## src/rtl/xsleena_pkg.sv

```systemverilog
`default_nettype none
// ============================================================================
// Module      : xsleena_pkg
// Description : Shared types and constants for the graphics ROM-fetch arbiter.
//               Holds the arbiter state type, the channel count, the channel
//               indices and the round-robin successor helper.
// Ports       : none (package)
// Revision    : 1.0 - initial release
// ============================================================================
package xsleena_pkg;

  typedef enum logic [2:0] {
    IDLE  = 3'd0,
    HIT   = 3'd1,
    ISSUE = 3'd2,
    WAIT  = 3'd3,
    DONE  = 3'd4
  } arb_state_t;

  localparam int         NCH    = 3;
  localparam logic [1:0] CH_OBJ = 2'd0;
  localparam logic [1:0] CH_BG1 = 2'd1;
  localparam logic [1:0] CH_BG2 = 2'd2;

  // Round-robin successor: OBJ -> BG1 -> BG2 -> OBJ
  function automatic logic [1:0] next_ch(input logic [1:0] ch);
    return (ch == CH_BG2) ? CH_OBJ : ch + 2'd1;
  endfunction

endpackage
`default_nettype wire

```

## src/rtl/xsleena_rr_pick3.sv

```systemverilog
`default_nettype none
// ============================================================================
// Module      : xsleena_rr_pick3
// Description : Combinational three-way round-robin picker. Searches the
//               pending vector starting at ptr and wrapping, and returns the
//               first pending channel as a one-hot grant.
// Ports       : pending[2:0] in  - channels with an unserved request
//               ptr[1:0]     in  - channel searched first (0..2)
//               grant[2:0]   out - one-hot granted channel
//               valid        out - some channel is granted
// Revision    : 1.0 - initial release
// ============================================================================
module xsleena_rr_pick3
  import xsleena_pkg::*;
(
  input  logic [2:0] pending,
  input  logic [1:0] ptr,
  output logic [2:0] grant,
  output logic       valid
);

  logic [1:0] w_c1;
  logic [1:0] w_c2;

  assign w_c1 = next_ch(ptr);
  assign w_c2 = next_ch(w_c1);

  always_comb begin
    grant = 3'b000;
    if (pending[ptr])
      grant[ptr] = 1'b1;
    else if (pending[w_c1])
      grant[w_c1] = 1'b1;
    else if (pending[w_c2])
      grant[w_c2] = 1'b1;
  end

  assign valid = |pending;

endmodule
`default_nettype wire

```

## src/rtl/xsleena_sdram_rom_arb.sv

```systemverilog
`default_nettype none
// ============================================================================
// Module      : xsleena_sdram_rom_arb
// Description : Serialises the OBJ, BACK1 and BACK2 graphics ROM fetch
//               channels onto one SDRAM controller read port. Round-robin
//               fair, with a per-channel last-word cache so repeated fetches
//               of the same address skip the SDRAM. New grants are blocked
//               and caches invalidated while ROM download is active.
// Ports       : CLK, RST (sync, active high), DOWNLOAD
//               <ch>_addr/<ch>_req in, <ch>_rdy/<ch>_dout out, ch=obj,bg1,bg2
//               ctl_addr/ctl_rd out, ctl_ack/ctl_rdy/ctl_dout in
// Revision    : 1.0 - initial release
// ============================================================================
module xsleena_sdram_rom_arb
  import xsleena_pkg::*;
#(
  parameter int AW       = 25,
  parameter int DW       = 16,
  parameter bit CACHE_EN = 1'b1
) (
  input  logic          CLK,
  input  logic          RST,
  input  logic          DOWNLOAD,
  input  logic [AW-1:0] obj_addr,
  input  logic          obj_req,
  output logic          obj_rdy,
  output logic [DW-1:0] obj_dout,
  input  logic [AW-1:0] bg1_addr,
  input  logic          bg1_req,
  output logic          bg1_rdy,
  output logic [DW-1:0] bg1_dout,
  input  logic [AW-1:0] bg2_addr,
  input  logic          bg2_req,
  output logic          bg2_rdy,
  output logic [DW-1:0] bg2_dout,
  output logic [AW-1:0] ctl_addr,
  output logic          ctl_rd,
  input  logic          ctl_ack,
  input  logic          ctl_rdy,
  input  logic [DW-1:0] ctl_dout
);

  arb_state_t    r_state;
  logic [1:0]    r_ptr;
  logic [1:0]    r_gnt;
  logic [2:0]    r_served;
  logic [2:0]    r_valid;
  logic [2:0]    r_rdy;
  logic [AW-1:0] r_tag  [NCH];
  logic [DW-1:0] r_data [NCH];
  logic [DW-1:0] r_dout [NCH];

  logic [AW-1:0] w_addr [NCH];
  logic [2:0]    w_req;
  logic [2:0]    w_pend;
  logic [2:0]    w_gnt_oh;
  logic          w_gnt_vld;
  logic [1:0]    w_gnt_idx;
  logic          w_hit;
  logic [2:0]    w_rdy_nxt;
  logic [DW-1:0] w_rdy_dat;

  assign w_addr[CH_OBJ] = obj_addr;
  assign w_addr[CH_BG1] = bg1_addr;
  assign w_addr[CH_BG2] = bg2_addr;
  assign w_req          = {bg2_req, bg1_req, obj_req};
  assign w_pend         = w_req & ~r_served;

  xsleena_rr_pick3 u_pick (
    .pending (w_pend),
    .ptr     (r_ptr),
    .grant   (w_gnt_oh),
    .valid   (w_gnt_vld)
  );

  assign w_gnt_idx = w_gnt_oh[2] ? CH_BG2 : (w_gnt_oh[1] ? CH_BG1 : CH_OBJ);

  if (CACHE_EN) begin : g_cache
    assign w_hit = r_valid[w_gnt_idx] && (r_tag[w_gnt_idx] == w_addr[w_gnt_idx]);
  end else begin : g_nocache
    assign w_hit = 1'b0;
  end

  // Channel (one-hot) whose rdy pulse starts next cycle, and the data it gets.
  // Hits deliver the cached word; misses deliver ctl_dout as it arrives.
  always_comb begin
    w_rdy_nxt = 3'b000;
    w_rdy_dat = ctl_dout;
    case (r_state)
      IDLE: begin
        if (!DOWNLOAD && w_gnt_vld && w_hit) begin
          w_rdy_nxt = w_gnt_oh;
          w_rdy_dat = r_data[w_gnt_idx];
        end
      end
      ISSUE:   if (ctl_ack && ctl_rdy) w_rdy_nxt = 3'b001 << r_gnt;
      WAIT:    if (ctl_rdy)            w_rdy_nxt = 3'b001 << r_gnt;
      default: w_rdy_nxt = 3'b000;
    endcase
  end

  always_ff @(posedge CLK) begin
    if (RST) begin
      r_state  <= IDLE;
      r_ptr    <= CH_OBJ;
      r_gnt    <= CH_OBJ;
      r_served <= 3'b000;
      r_valid  <= 3'b000;
      r_rdy    <= 3'b000;
      ctl_rd   <= 1'b0;
      ctl_addr <= '0;
      for (int i = 0; i < NCH; i++) begin
        r_tag[i]  <= '0;
        r_data[i] <= '0;
        r_dout[i] <= '0;
      end
    end else begin
      r_rdy <= w_rdy_nxt;
      // Served is set by a rdy only while req is still high, and any cycle
      // with req low clears it, so a fresh request needs a low gap.
      r_served <= (r_served | w_rdy_nxt) & w_req;
      for (int i = 0; i < NCH; i++) begin
        if (w_rdy_nxt[i]) r_dout[i] <= w_rdy_dat;
      end
      if (DOWNLOAD) r_valid <= 3'b000;

      case (r_state)
        IDLE: begin
          if (!DOWNLOAD && w_gnt_vld) begin
            r_gnt    <= w_gnt_idx;
            r_ptr    <= next_ch(w_gnt_idx);
            ctl_addr <= w_addr[w_gnt_idx];
            if (w_hit) begin
              r_state <= HIT;
            end else begin
              r_state <= ISSUE;
              ctl_rd  <= 1'b1;
            end
          end
        end
        HIT: r_state <= IDLE;
        ISSUE: begin
          if (ctl_ack) begin
            ctl_rd  <= 1'b0;
            r_state <= ctl_rdy ? DONE : WAIT;
          end
        end
        WAIT: if (ctl_rdy) r_state <= DONE;
        DONE: begin
          // r_dout of the granted channel already holds the fetched word.
          r_tag[r_gnt]  <= ctl_addr;
          r_data[r_gnt] <= r_dout[r_gnt];
          if (!DOWNLOAD) r_valid[r_gnt] <= 1'b1;
          r_state <= IDLE;
        end
        default: r_state <= IDLE;
      endcase
    end
  end

  assign obj_rdy  = r_rdy[CH_OBJ];
  assign bg1_rdy  = r_rdy[CH_BG1];
  assign bg2_rdy  = r_rdy[CH_BG2];
  assign obj_dout = r_dout[CH_OBJ];
  assign bg1_dout = r_dout[CH_BG1];
  assign bg2_dout = r_dout[CH_BG2];

endmodule
`default_nettype wire
```

## config.mk

```make
export PLATFORM = sky130hd
export DESIGN_NAME = xsleena_sdram_rom_arb
export DESIGN_NICKNAME = d
export VERILOG_FILES = /design/src/rtl/xsleena_pkg.sv /design/src/rtl/xsleena_rr_pick3.sv /design/src/rtl/xsleena_sdram_rom_arb.sv
export SDC_FILE = /design/constraint.sdc
export NUM_CORES = 1
export LEC_CHECK = 0
export CORE_MARGIN = 2
export CORE_UTILIZATION = 40
export DETAILED_ROUTE_END_ITERATION = 16
export PLACE_DENSITY = 0.61
export SYNTH_ARGS = -nofsm -noshare
export SYNTH_HDL_FRONTEND = slang
export SYNTH_HIERARCHICAL = 1
export SYNTH_SLANG_ARGS = --single-unit
```

## constraint.sdc

```tcl
create_clock -name CLK -period 4.88 [get_ports CLK]
set_clock_uncertainty 0.15 [all_clocks]
set_input_delay 0.976 -clock CLK [delete_from_list [all_inputs] [get_ports CLK]]
set_output_delay 0.976 -clock CLK [all_outputs]
set_load 0.02 [all_outputs]
```

==> impl_metrics.csv <==
group,metric,value,unit
power,pwr-share-comb,0.141,
finish,stdcell_count,1399,
sta,setup_viol,0,
grt,grt_max_degree,76,
sta,fmax,0.234,GHz
cts,ctsResizeCount,0,
power,p_sw,1.12,mW
route,detail_route.wl_per_cell,18.4,um
setup_path,cp_cell_sequence,"clkdlybuf4s50_1 > nor2b_1 > and3_4 > buf_12 > mux2i_1 > o21ai_0 > xnor2_1 > nand4_1 > nor4_4 > buf_4 > o2111ai_4 > buf_4 > o21ai_2",
place,portBuffers,175,
synth,synth_common_cells,"edfxtp_1 (171), nand2_1 (130), nor2_1 (94)",
setup_path,start_kind,"input port",
cts,hold_buffers,0,
die,ioPinCount,176,
power,pwr-share-clk,0.402,
synth,synth_most_common_cell,"edfxtp_1",
die,initial_core_util,0.406,
finish,nFillCells,2132,
finish,design_area,12900,sq um
route,vias,7222,
synth,yosysTopAreaCellShare,0.522,
run_status,status,"completed",
power,p_int,3.50,mW
power,power.density,359,nW/um^2
route,drc_errors,0,
power,leakage,4.82,nW
sta,maxSlewHeadroom,0.226,
cts,postCtsSetupRepairBufs,0,
cts,htreeDepth,1,
power,max-vdd-ir-drop,0.228,mV
sta,fin_ws,611,ps
cts,cts_tree,"yes",
die,die_h,161,um
synth,synth_nets,985,
route,drt.antenna.violating_nets,0,
setup_path,arrival,4470,ps
synth,synth_edf_count,171,
die,chipWidth,161,um
synth,yosysSeqAreaShare,0.611,
route,dr.pass1.iters,5,
finish,syn_to_final_growth,31.1,%
setup_path,end_kind,"flop",
synth,avgSynthCellArea,11.1,sq um
place,place.gp.congestion,0.778,
cts,cts_root_buf,"clkbuf_16",
route,drt_wl_total,25700,um
grt,grt_pass1_wl,39500,um
synth,yosysUniqueCellTypes,38,
synth,syn_inst,886,
setup_path,slowest_stage,"clkdlybuf4s50_1",
synth,synth_area_leaders,"edfxtp_1 (52%), dfxtp_1 (8.9%), mux2i_1 (8.4%)",
setup_path,critPathMaxFanout,32,
place,place_ws,167,ps
synth,syn_area,9840,sq um
synth,yosysTopAreaCell,"edfxtp_1",
setup_path,crit_required,5080,ps
power,sw_frac_of_total,0.243,
power,power_frac_seq,0.457,
place,place_area,12100,sq um
finish,nNetsFinal,1156,
setup_path,cp_slowest_stage_delay,560,ps
finish,diodes,0,
sta,rsz0062_at_grt,"false",
synth,synthArstFlopShare,0,
min_path,worstHoldPathType,"reg -> reg",
setup_path,path_class,"in -> reg",
setup_path,crit_top_cell,"buf_4",
place,dp_hpwl,16400,um
sta,worstMarginPinSlew,1160,ps
die,core.rowCount,57,
grt,grt_overflow,0,
cts,cts-buffers-inserted,24,
job,maxCapViolCount,0,
die,dieArea,25900,sq um
synth,synth-seq-cells,215,
finish,drive_gt1_frac,0.0921,
sta,finalHoldViolCount,0,
cts,clock_latency,510,ps
route,avgViaCountPerCell,5.16,
place,dp_cells,1355,
synth,ys.flop_type,"edfxtp_1",
grt,grt_antenna_before_repair,0,
cts,cts_max_path_buffers,3,
route,drt_iter0_markers,424,
sta,fin_crit,4270,ps
cts,clk_pin_slew_worst_paths,60,ps
synth,synth_warnings,6,
grt,grt_pass1_vias,7046,
sta,finalCritPeriodShare,0.875,
grt,track_usage,0.196,
sta,fin_tns_setup,0,ps
cts,clock-sinks,215,
die,core,24200,sq um
sta,drv_slew,0,
## logic make-up (layout without fill, tap and decap cells)
kind of cell              count (synthesis)  after routing  share of synthesized area
xor gates and xnor gates                 26             26                     0.0231
AOI/OAI and AO/OA                       152            152                     0.0867
and+or+nand+nor                         347            347                      0.165
muxes                                    83             83                     0.0844
buffers and inverters                    63            252                     0.0291
DFF                                     215            215                      0.611
## placed cells by master, fill, tap and decap left out, types with 2 or more instances in the layout
cell type / netlist / final
clkdlybuf4s50_1: 0 / 174
edfxtp_1: 171 / 171
nand2_1: 130 / 130
nor2_1: 94 / 93
mux2i_1: 83 / 83
and3_1: 77 / 76
a21oi_1: 69 / 69
o21ai_0: 57 / 57
dfxtp_1: 44 / 44
buf_4: 1 / 26
xnor2_1: 25 / 25
clkbuf_16: 0 / 25
o21ai_2: 10 / 10
nand4_1: 9 / 9
nor2b_1: 12 / 8
nand2b_1: 7 / 7
buf_12: 0 / 7
nor3_1: 7 / 6
o21ai_1: 5 / 5
clkinv_2: 0 / 5
clkbuf_1: 48 / 5
clkbuf_8: 0 / 4
a21o_2: 0 / 3
bufinv_16: 0 / 3
or3_1: 2 / 2
nand3b_1: 2 / 2
or3b_2: 2 / 2
nor3_2: 1 / 2
nor2b_2: 0 / 2
nor2b_4: 0 / 2
## state kept, by name, indices dropped and copies added, names as in the netlist, named ones only
name      flops
r_state       3
r_tag        75
r_gnt         2
r_ptr         2
r_rdy         3
ctl_rd        1
r_served      3
r_data       48
ctl_addr     25
r_dout       48
r_valid       3
## worst max-delay path, delay by kind of cell
kind / cells / cell delay (ps)
compound gates: 3 / 560
xor+xnor: 1 / 290
buf+inv: 4 / 1320
mux: 1 / 240
simple gates: 4 / 1060
## power by group through the flow
stage          logic [mW]  clock network, mW  registers (mW)
2_1_floorplan       0.321                  0            2.18
3_3_place_gp        0.653                  0            2.15
3_5_place_dp        0.656                  0            2.15
4_1_cts             0.660               1.88            2.12
5_1_grt             0.705               1.96            2.13
6_report            0.652               1.86            2.12
## final timing paths
kind | cells past startpoint | startpoint | slack, ps | to
worst max-delay path | 13 | bg1_req | 610 | r_dout[2][12]$_DFFE_PP_
worst min-delay path | 2 | ctl_addr[9]$_SDFFE_PP0P_ | 340 | ctl_addr[9]$_SDFFE_PP0P_
worst max register to register | 14 | r_served[2]$_SDFF_PP0_ | 1330 | r_dout[2][12]$_DFFE_PP_
worst min register to register | 2 | ctl_addr[9]$_SDFFE_PP0P_ | 340 | ctl_addr[9]$_SDFFE_PP0P_
## through the flow
step	util	total power, mW	hold slack [ps]
floorplan	-	2.50	317
global placement	0.498	2.81	329
detailed placement	0.498	2.81	328
CTS	0.532	4.66	343
global route	0.532	4.79	371
finish	0.532	4.63	345
## area by class of cell
type | instances | area, sq um | area share
tap | 324 | 405 | 0.0314
multi-input combinational | 608 | 3580 | 0.277
sequential | 215 | 6020 | 0.466
timing repair buffer | 208 | 2080 | 0.161
clock buffer | 34 | 699 | 0.0542
clock inverter | 10 | 126 | 0.00979
## per-layer routing
| layer | global-route usage | vias up | share of wire |
|---|---|---|---|
| met5 | 0 | - | 0 |
| met3 | 0.0251 | 31 | 0.052 |
| met2 | 0.323 | 220 | 0.48 |
| li1 | - | 3515 | - |
| met1 | 0.275 | 3456 | 0.45 |
| met4 | 0.0511 | 0 | 0.016 |
No activity file was read; power rests on OpenSTA's default activity.
